`config.mk`:
```
export PLATFORM = sky130hd
export DESIGN_NAME = div_32_seq
export DESIGN_NICKNAME = d
export VERILOG_FILES = /design/src/rtl/div_32_seq.sv
export SDC_FILE = /design/constraint.sdc
export NUM_CORES = 1
export LEC_CHECK = 0
export BUFFER_PORTS_ARGS = -buffer_cell sky130_fd_sc_hd__buf_2
export CORE_UTILIZATION = 55
export DETAILED_ROUTE_END_ITERATION = 6
export HOLD_SLACK_MARGIN = 0.05
export PLACE_DENSITY = 0.77
export SYNTH_ARGS = -nofsm -noshare
export SYNTH_HDL_FRONTEND = slang
export SYNTH_SLANG_ARGS = --single-unit
```
`constraint.sdc`:
```
create_clock -name Clock -period 3.85 [get_ports Clock]
set_clock_uncertainty 0.1 [all_clocks]
set_input_delay 0.1925 -clock Clock [delete_from_list [all_inputs] [get_ports Clock]]
set_output_delay 0.1925 -clock Clock [all_outputs]
set_load 0.005 [all_outputs]
```
`src/rtl/div_32_seq.sv`:
```
// Sequential restoring divider feeding the HI/LO register pair (quotient -> LO, remainder -> HI).
// Latency: WIDTH+2 edges from the Start edge to Done (inclusive), 2 edges for divide-by-zero.
// Backpressure: Start is accepted only in IDLE (Busy=0); a Start while Busy is dropped, never queued.
//
// Ports:
//   Clock, Clear       - clock and synchronous active-high reset (Clear beats everything)
//   Start, Dividend,
//   Divisor            - division request; operands captured on the accepting edge
//   Busy               - high from the accepting edge until the result edge
//   Done               - one-cycle pulse when Quotient/Remainder/DivByZero are updated
//   DivByZero          - set with Done when the captured divisor was zero
//   Quotient,
//   Remainder          - registered results, held until the next result or Clear
//
// Build option: define DIV_SIGNED_EN for two's-complement signed division
// (truncating quotient, remainder takes the dividend's sign). Default is unsigned.
module div_32_seq #(
  parameter int WIDTH = 32
) (
  input  logic             Clock,
  input  logic             Clear,
  input  logic             Start,
  input  logic [WIDTH-1:0] Dividend,
  input  logic [WIDTH-1:0] Divisor,
  output logic             Busy,
  output logic             Done,
  output logic             DivByZero,
  output logic [WIDTH-1:0] Quotient,
  output logic [WIDTH-1:0] Remainder
);

  localparam int CW = (WIDTH > 1) ? $clog2(WIDTH) : 1;

  typedef enum logic [1:0] {
    IDLE   = 2'd0,
    RUN    = 2'd1,
    FINISH = 2'd2
  } state_t;

  state_t state, state_nxt;

  logic [CW-1:0]    cnt;
  logic [WIDTH-1:0] prem;     // partial remainder
  logic [WIDTH-1:0] dvd;      // dividend shifting out, quotient bits shifting in
  logic [WIDTH-1:0] dvs;      // captured divisor (magnitude in the signed build)
  logic             zdiv;     // captured divisor was zero

  logic [WIDTH-1:0] a_mag;
  logic [WIDTH-1:0] b_mag;
  logic [WIDTH:0]   shifted;
  logic [WIDTH:0]   diff;
  logic             ge;
  logic             div_zero_in;

`ifdef DIV_SIGNED_EN
  logic neg_q;
  logic neg_r;
`endif

  assign div_zero_in = (Divisor == '0);

  // ---------------------------------------------------------------- FSM: state register
  always_ff @(posedge Clock) begin
    if (Clear) begin
      state <= IDLE;
    end else begin
      state <= state_nxt;
    end
  end

  // ---------------------------------------------------------------- FSM: next state
  always_comb begin
    state_nxt = state;
    case (state)
      IDLE:    if (Start) state_nxt = div_zero_in ? FINISH : RUN;
      RUN:     if (cnt == '0) state_nxt = FINISH;
      FINISH:  state_nxt = IDLE;
      default: state_nxt = IDLE;
    endcase
  end

  // ---------------------------------------------------------------- FSM: outputs
  always_comb begin
    Busy = (state != IDLE);
  end

  // ---------------------------------------------------------------- operand conditioning
  always_comb begin
`ifdef DIV_SIGNED_EN
    a_mag = Dividend[WIDTH-1] ? -Dividend : Dividend;
    b_mag = Divisor[WIDTH-1]  ? -Divisor  : Divisor;
`else
    a_mag = Dividend;
    b_mag = Divisor;
`endif
  end

  // ---------------------------------------------------------------- restoring step
  // prem < dvs always holds, so shifted < 2*dvs and the top bit of diff is a
  // clean borrow flag: set exactly when the trial subtraction went negative.
  always_comb begin
    shifted = {prem, dvd[WIDTH-1]};
    diff    = shifted - {1'b0, dvs};
    ge      = ~diff[WIDTH];
  end

  // ---------------------------------------------------------------- datapath and result registers
  always_ff @(posedge Clock) begin
    if (Clear) begin
      cnt       <= '0;
      prem      <= '0;
      dvd       <= '0;
      dvs       <= '0;
      zdiv      <= 1'b0;
      Done      <= 1'b0;
      DivByZero <= 1'b0;
      Quotient  <= '0;
      Remainder <= '0;
`ifdef DIV_SIGNED_EN
      neg_q     <= 1'b0;
      neg_r     <= 1'b0;
`endif
    end else begin
      Done <= 1'b0;
      case (state)
        IDLE: begin
          if (Start) begin
            prem <= '0;
            dvs  <= b_mag;
            zdiv <= div_zero_in;
            cnt  <= div_zero_in ? '0 : CW'(WIDTH - 1);
            // Divide-by-zero returns the raw dividend as remainder, so keep it unmodified.
            dvd  <= div_zero_in ? Dividend : a_mag;
`ifdef DIV_SIGNED_EN
            neg_q <= Dividend[WIDTH-1] ^ Divisor[WIDTH-1];
            neg_r <= Dividend[WIDTH-1];
`endif
          end
        end
        RUN: begin
          prem <= ge ? diff[WIDTH-1:0] : shifted[WIDTH-1:0];
          dvd  <= {dvd[WIDTH-2:0], ge};
          if (cnt != '0) cnt <= cnt - CW'(1);
        end
        FINISH: begin
          Done      <= 1'b1;
          DivByZero <= zdiv;
          if (zdiv) begin
            Quotient  <= '1;
            Remainder <= dvd;
          end else begin
`ifdef DIV_SIGNED_EN
            // Most-negative / -1 yields magnitude 2^(WIDTH-1); negating it wraps
            // back to itself, which is the expected overflow result.
            Quotient  <= neg_q ? -dvd  : dvd;
            Remainder <= neg_r ? -prem : prem;
`else
            Quotient  <= dvd;
            Remainder <= prem;
`endif
          end
        end
        default: ;
      endcase
    end
  end

endmodule

```
==> results.yml, run 1 <==
layout:
  area_growth_pct: 21.8
  final_common_cell: "nand2_1"
  drive_above_1_share_pct: 15.3
  layout_common_cells: "nand2_1 (184), dfxtp_1 (169), nor2_1 (132), buf_2 (132), a21oi_1 (72)"
  nets: 1375
  register_area_mm2: 0.00340
  multiInputGateArea_mm2: 0.00499
  antenna_cells: 0
  fillers: 1307
place:
  dp_slack_ns: 0.523
  globalplace.congestion: 0.938
  dpl.hpwl_um: 15800
  place.port_buffers: 133
yosys:
  yosysTopAreaCellShare_pct: 38.4
  synthCells: 1124
  yosys-top-cells-area: "dfxtp_1 (38%), nand2_1 (7.8%), mux2i_1 (6.9%), nor2_1 (5.7%), ha_1 (4.8%)"
  synth_seq_cells: 170
  synth_flop_cell: "dfxtp_1"
  yosysWarnings: 0
  synth_fp_nets: 1226
  synth_cell_types: 66
  async_flop_share_pct: 0
  syn_area_mm2: 0.00887
  avgSynthCellArea_um2: 7.89
  synth_edf_count: 0
  synth_seq_area_share_pct: 38.4
  yosysTopAreaCell: "dfxtp_1"
routing:
  drt-total-wl_um: 23300
  num_vias: 8569
  firstDrtPassIters: 5
  antenna_left: 0
  drc_errors: 0
  wl_per_cell_um: 15.5
  drt-initial-drc-count: 738
  vias_per_cell: 5.71
clock_network:
  clk_path_buf_depth: 2
  cts_tree: "built"
  root_buffer: "clkbuf_16"
  h-tree-depth: 4
  cts.reportedPaths.clkPinSlew_ns: 0.07
  cts_buffers: 17
  clock-sinks: 170
  clock_latency_ns: 0.43
timing:
  slew_violations: 0
  hold_violations: 0
  slew-limit-headroom_pct: 25.8
  worstMarginPinSlew_ns: 1.11
  clock.fmax_mhz: 294
  tns_ns: 0
  finalSetupViolCount: 0
  rsz0062_at_grt: "no"
  finalCritPeriodShare_pct: 88.5
  setup_ws_ns: 0.444
  min_period_ns: 3.41
outcome:
  outcome: "finished, final reports clean"
global_route:
  gr-total-overflow: 0
  grt_pass1_wl_um: 37400
  grt_pass1_vias: 7536
  antenna_found_initial: 0
  grt_util_all_layers_pct: 28.5
  grt_max_degree: 98
power_and_ir_drop:
  vdd_drop_max_mv: 0.486
  p_leak_nw: 4.37
  power.density_mw_per_mm2: 652
  p_total_mw: 7.04
die:
  coreArea_mm2: 0.0158
  die-area_mm2: 0.0166
  io_pins: 134
  num_rows: 46
  die_w_um: 129
  initial_core_util_pct: 56.1
  die_y_um: 129
worst_hold_path:
  hp-class: "in -> reg"
critical_path:
  cp_max_fo: 24
  arrival_ns: 3.61
  worst_setup_path_start_kind: "flop"
  cp-end-kind: "flop"
  crit_type: "reg -> reg"
  required_ns: 4.06
flow_run:
  maxCapViolCount: 0
## state kept, by name, indices dropped and copies added, names as in the netlist
register and cells:
DivByZero 1, Done 1, Quotient 32, Remainder 32, cnt 5, dvd 32, dvs 32, prem 32
state 2, zdiv 1
## cell families (layout without fill, tap and decap cells)
kind of cell | count (synthesis) | count (layout) | synth area share (%)
xor gates and xnor gates | 22 | 22 | 2.17
muxes | 61 | 61 | 6.88
AOI/OAI and AO/OA | 263 | 263 | 19.6
buffers and inverters | 121 | 282 | 5.78
and+or+nand+nor | 452 | 452 | 22.1
adders and majority gates | 35 | 35 | 5.02
DFF | 170 | 170 | 38.4
## report_power, final
| group | switching (mW) | leakage (nW) | total [mW] | internal, mW |
|---|---|---|---|---|
| logic | 1.79 | 2.71 | 3.25 | 1.46 |
| registers | 0.198 | 1.39 | 2.13 | 1.93 |
| clock network | 0.733 | 0.278 | 1.66 | 0.929 |
| total | 2.72 | 4.37 | 7.04 | 4.32 |
## worst paths after layout
path | start | end | slack, ns | depth (start not counted)
setup / recovery | dvd[31] | prem[21] | 0.44 | 14
setup reg to reg | dvd[31] | prem[21] | 0.44 | 14
hold / removal | Start | state[1] | 0.13 | 4
hold reg to reg | dvs[8] | dvs[8] | 0.35 | 2
## metal layers
layer  global-route usage (%)  up-vias  wire length, µm
li1                         -     4252                -
met5                        0        -                0
met3                     4.71       34             1470
met1                     40.8     3973            11200
met2                     43.9      310            10300
met4                     9.00        0              375
## synth_stat cells, types with 5 or more instances
cell type    n
xor2_1       7
dfxtp_1    170
a311oi_1    32
inv_1       42
nor3_1      71
xnor2_1     15
o21ai_1     40
nor2_1     134
a211oi_1    35
a21oi_1     72
nand2_1    184
o21a_1       6
mux2i_1     61
buf_1       12
and2_1       5
o21ai_0     21
a21o_1      15
nand2b_1     8
nand3_1      8
nor4_1       8
o211ai_1     7
and3_1       5
nand4_1      6
clkbuf_1    58
nor2b_1      6
ha_1        34
## through the flow
step                      hold slack [ns]  instance area (µm²)  utilization, %  instances
after CTS                           0.115                10800            68.3       1501
after global routing                0.180                10800            68.3       1501
after global placement              0.342                 9600            60.6       1406
final                               0.130                10800            68.3       1501
after detailed placement            0.348                 9600            60.6       1406
after floorplan                     0.228                 8870               -       1124
## timing repair
| action | in CTS | in global routing |
|---|---|---|
| buffers inserted | 0 | 0 |
| gates resized for setup | 0 | 0 |
| hold buffers | 64 | 0 |
| endpoints found under the hold margin | 64 | 0 |
## critical path, stage by stage (launching register included)
cell      delay, ns
dfxtp_1        0.34
inv_1          0.08
ha_1           0.17
inv_1          0.05
fa_1           0.43
a211oi_2       0.31
o21ai_2        0.14
nand4_1        0.12
nand3_2        0.14
a22oi_2        0.30
nand4b_1       0.20
o311ai_4       0.24
buf_12         0.29
mux2i_1        0.25
o21ai_1        0.08
## layout make-up
class | count | area share [%]
Multi-Input combinational cell | 833 | 46.2
Sequential cell | 170 | 31.5
Timing Repair Buffer | 209 | 13.1
Clock buffer | 19 | 4.19
Tap cell | 216 | 2.50
Inverter | 42 | 1.46
Clock inverter | 12 | 1.07
Note: power is estimated with default switching activity, not from simulation.
==> inputs of run 2 (changes only) <==
Settings changed: CORE_MARGIN set to 2, CORE_UTILIZATION 55 to 50, PLACE_DENSITY 0.77 to 0.71.
==> run 2 against run 1 <==
  * Worst hold slack got worse by 0.046 ns
  * Critical path depth fell by 1
  * Flip-flop and latch count did not move
  * Routed wire length rose by 2.5%
  * First-iteration DRC count fell by 18%
  * Power rose by 1.1%
==> results.yml, run 2 (same netlist as run 1, synthesis figures left out) <==
place:
  place.port_buffers: 133
  post_dp_cell_area_mm2: 0.00964
  dpl.hpwl_um: 16800
  globalplace.congestion: 0.891
timing:
  rsz0062_at_grt: "no"
  slew_violations: 0
  hold_violations: 0
  slew-limit-headroom_pct: 15.0
  tns_ns: 0
  clock.fmax_mhz: 289
  finalCritPeriodShare_pct: 89.7
  finalSetupViolCount: 0
  worstMarginPinSlew_ns: 1.27
  min_period_ns: 3.45
layout:
  area_growth_pct: 22.5
  stdcell_area_mm2: 0.0109
  nets: 1377
  layout_common_cells: "nand2_1 (184), dfxtp_1 (169), nor2_1 (132), buf_2 (132), a21oi_1 (72)"
  final_common_cell: "nand2_1"
  drive_above_1_share_pct: 15.5
  antenna_cells: 0
  fin_util_pct: 62.8
routing:
  antenna_left: 0
  firstDrtPassIters: 5
  vias_per_cell: 5.58
  drt-initial-drc-count: 608
  num_vias: 8440
  wl_per_cell_um: 15.8
  drt-total-wl_um: 23900
  drc_errors: 0
worst_hold_path:
  hold_path_end: "Done"
  hp-class: "in -> reg"
  hold_depth: 2
  hold_path.startpoint: "Clear"
clock_network:
  cts_resized: 0
  cts.reportedPaths.clkPinSlew_ns: 0.07
  cts_buffers: 17
  root_buffer: "clkbuf_16"
  clock-sinks: 170
  cts_setup_buffers: 0
  clock_latency_ns: 0.43
  clk_path_buf_depth: 2
  cts_tree: "built"
  cts_hold_buf: 64
  h-tree-depth: 4
critical_path:
  required_ns: 4.12
  cp_max_fo: 21
  path_cells: "inv_1 > ha_1 > inv_1 > fa_1 > a211oi_2 > o21ai_2 > nand4_1 > nand3_2 > a22oi_2 > o311ai_4 > buf_12 > mux2i_1 > a22o_1"
  r2r-end: "prem[0]"
  critPathMaxStageDelay_ns: 0.86
  crit_type: "reg -> reg"
  arrival_ns: 3.73
  cp_common_cell: "inv_1"
  r2r_start: "dvd[31]"
  cp-end-kind: "flop"
  worst_setup_path_start_kind: "flop"
  slowest_stage: "o311ai_4"
  r2r_slack_ns: 0.40
  r2r_cells: 13
outcome:
  outcome: "finished, final reports clean"
flow_run:
  maxCapViolCount: 0
power_and_ir_drop:
  power.density_mw_per_mm2: 656
  p_leak_nw: 4.39
  p_comb_share_pct: 45.9
  intPower_mw: 4.37
  clkPwrFrac_pct: 24.2
  seqPwrFrac_pct: 29.9
  vdd_drop_max_mv: 0.455
  switching_share_pct: 38.7
  switching_power_mw: 2.75
global_route:
  grt_util_all_layers_pct: 25.9
  grt_max_degree: 76
  gr-total-overflow: 0
  antenna_found_initial: 0
  grt_pass1_wl_um: 38600
  grt_pass1_vias: 7561
die:
  die_y_um: 137
  io_pins: 134
  die-area_mm2: 0.0188
  die_w_um: 137
  num_rows: 48
  coreArea_mm2: 0.0173
  initial_core_util_pct: 51.3
[run 2: cell count changes in the layout (fill, tap and decap cells not counted), sizes merged]
cell and delta:
bufinv +1, inv +2, clkbuf -1, clkinvlp -1, buf +2
[run 2: through the flow]
stage	setup slack, ns	power, mW	instances	hold slack, ns
2_1_floorplan	1.03	4.77	1124	0.228
3_3_place_gp	0.573	5.31	1417	0.344
3_5_place_dp	0.434	5.34	1417	0.348
4_1_cts	0.396	7.13	1513	0.0649
5_1_grt	0.100	7.57	1513	0.0946
6_report	0.395	7.12	1513	0.0838
[run 2: power groups by stage]
stage / combinational, mW / sequential (mW) / clock (mW)
after floorplan: 2.68 / 2.09 / 0
after global placement: 3.15 / 2.16 / 0
after detailed placement: 3.17 / 2.17 / 0
after CTS: 3.25 / 2.12 / 1.76
after global routing: 3.58 / 2.15 / 1.83
final: 3.27 / 2.13 / 1.73
[run 2: worst max path at each step]
stage,startpoint,to
final,dvd[31],prem[0]
after global routing,dvd[31],prem[13]
after CTS,dvd[31],prem[0]
after detailed placement,dvd[31],prem[0]
after global placement,dvd[31],prem[0]
after floorplan,dvd[31],prem[8]
[run 2: critical path, delay by kind of cell (launching register included)]
family | cells | cell delay, ns
simple gates | 2 | 0.30
mux | 1 | 0.25
fa+ha+maj | 2 | 0.47
compound gates | 5 | 1.46
flops | 1 | 0.38
buf+inv | 3 | 0.43
[run 2: layout make-up]
type,count,area [µm²]
multi-input combinational,833,4990
sequential,170,3400
clock buffer,18,429
timing repair buffer,211,1440
inverter,42,158
fill,1581,6430
clock inverter,14,159
tap,225,282
[run 2: layer usage]
layer,track usage [%],routed length (µm)
met1,38.5,12000
met2,38.8,10400
met3,4.05,1150
met4,7.10,358
met5,0,0
==> inputs of run 3 (changes only) <==
Settings changed: GPL_TIMING_DRIVEN set to 0, MAX_ROUTING_LAYER set to met4.
==> run 3 against run 2 <==
  * Worst hold slack improved by 0.032 ns
  * Core utilization increased by 1.2 points
  * Register-to-register slack improved by 0.04 ns
  * Final cell count increased by 4.2%
  * Sequential share of layout area decreased by 0.62 points
  * Clock power increased by 5%
  * Count of clock-buffer cells in the layout increased by 1
  * Global-route usage increased by 1.6 points
  * Critical endpoint is now prem[27]
==> results.yml, run 3 (same netlist as run 1, synthesis figures left out) <==
layout:
  area_growth_pct: 24.9
  nets: 1441
  stdcell_area_mm2: 0.0111
  fin_util_pct: 64.1
  layout_common_cells: "nand2_1 (184), dfxtp_1 (170), buf_2 (135), nor2_1 (134), a21oi_1 (72)"
  antenna_cells: 0
  final_common_cell: "nand2_1"
  drive_above_1_share_pct: 13.8
global_route:
  antenna_found_initial: 0
  grt_pass1_vias: 7959
  gr-total-overflow: 0
  grt_max_degree: 17
  grt_pass1_wl_um: 39400
  grt_util_all_layers_pct: 27.5
place:
  globalplace.congestion: 0.905
  dpl.hpwl_um: 18800
  place.port_buffers: 132
  post_dp_cell_area_mm2: 0.00981
routing:
  drt-initial-drc-count: 581
  wl_per_cell_um: 16.2
  drc_errors: 0
  vias_per_cell: 5.52
  firstDrtPassIters: 7
  drt-total-wl_um: 25500
  antenna_left: 0
  num_vias: 8712
power_and_ir_drop:
  switching_share_pct: 37.8
  intPower_mw: 4.56
  switching_power_mw: 2.77
  p_comb_share_pct: 46.0
  p_leak_nw: 4.45
  clkPwrFrac_pct: 24.8
  power.density_mw_per_mm2: 662
  vdd_drop_max_mv: 0.526
  seqPwrFrac_pct: 29.2
clock_network:
  cts.reportedPaths.clkPinSlew_ns: 0.07
  cts_hold_buf: 64
  root_buffer: "clkbuf_16"
  clk_path_buf_depth: 2
  cts_resized: 0
  h-tree-depth: 4
  cts_setup_buffers: 0
  cts_tree: "built"
  clock-sinks: 170
  clock_latency_ns: 0.43
  cts_buffers: 17
critical_path:
  worst_setup_path_start_kind: "flop"
  cp_common_cell: "inv_1"
  required_ns: 4.05
  cp_max_fo: 10
  critPathMaxStageDelay_ns: 0.42
  r2r_start: "dvd[31]"
  crit_type: "reg -> reg"
  arrival_ns: 3.62
  timing.critical_path.from: "dvd[31]"
  path_buf_inv: 4
  slowest_stage: "fa_1"
  path_cells: "inv_1 > ha_1 > inv_1 > fa_1 > a211oi_2 > o21ai_2 > nand4_1 > nand3_2 > a22oi_2 > nand4b_1 > o311ai_1 > buf_6 > buf_12 > mux2i_1 > o21ai_1"
  cp-end-kind: "flop"
  crit_family: "compound AO/OA/AOI/OAI gates"
die:
  die_y_um: 137
  die_w_um: 137
  coreArea_mm2: 0.0173
  num_rows: 48
  die-area_mm2: 0.0188
  io_pins: 134
  initial_core_util_pct: 51.3
flow_run:
  maxCapViolCount: 0
worst_hold_path:
  hold_path.startpoint: "Start"
  hp-class: "in -> reg"
timing:
  min_period_ns: 3.42
  hold_violations: 0
  slew_violations: 0
  tns_ns: 0
  rsz0062_at_grt: "no"
  worstMarginPinSlew_ns: 0.820
  slew-limit-headroom_pct: 45.3
  clock.fmax_mhz: 292
  finalCritPeriodShare_pct: 88.8
  finalSetupViolCount: 0
outcome:
  outcome: "finished, final reports clean"
[run 3: cell types whose count changed in the layout (fill, tap and decap cells not counted), moves of 2 or more]
cell      delta
clkbuf_1    +58
buf_1       +12
buf_4       -11
buf_2        +3
buf_6        +2
clkinv_2     -2
nor2_1       +2
nor2b_1      +2
[run 3: power groups by stage]
| stage | Combinational, mW | Clock [mW] | Sequential, mW |
|---|---|---|---|
| after CTS | 3.35 | 1.83 | 2.13 |
| final | 3.37 | 1.82 | 2.14 |
| after detailed placement | 3.27 | 0 | 2.17 |
| after global placement | 3.24 | 0 | 2.17 |
| after global routing | 3.67 | 1.91 | 2.16 |
| after floorplan | 2.68 | 0 | 2.09 |
[run 3: per-stage QoR]
stage	setup WS [ns]	std cells	total power [mW]	hold slack [ns]
after CTS	0.453	1577	7.32	0.107
final	0.431	1577	7.34	0.116
after floorplan	1.03	1124	4.77	0.228
after detailed placement	0.468	1481	5.44	0.348
after global placement	0.488	1481	5.41	0.344
after global routing	0.272	1577	7.73	0.192
[run 3: layer usage]
layer  wire [µm]  track usage (%)
met1       12000             36.0
met2       11800             44.8
met3        1390             3.94
met4         359             7.33
met5           0                -
[run 3: cell type report]
class | instances | area, µm²
Fill cell | 1523 | 6220
Clock buffer | 19 | 443
Buffer | 79 | 355
Timing Repair Buffer | 196 | 1300
Sequential cell | 170 | 3400
Inverter | 42 | 158
Clock inverter | 13 | 181
Tap cell | 225 | 282
Multi-Input combinational cell | 833 | 4960
[run 3: path summary, 6_finish.rpt]
path              slack (ns)       end  cells after the start
setup / recovery        0.43  prem[27]                     15
hold / removal          0.12  state[1]                      4
setup reg to reg        0.43  prem[27]                     15
hold reg to reg         0.35    dvs[1]                      2
[run 3: worst register-to-register path: cells and delay by family (launching register included)]
| family | cells | cell delay, ns |
|---|---|---|
| multiplexers | 1 | 0.22 |
| flip-flops | 1 | 0.39 |
| buffers and inverters | 4 | 0.60 |
| AO/OA/AOI/OAI | 5 | 0.96 |
| AND/OR/NAND/NOR | 3 | 0.43 |
| adder cells (fa/ha/maj) | 2 | 0.60 |
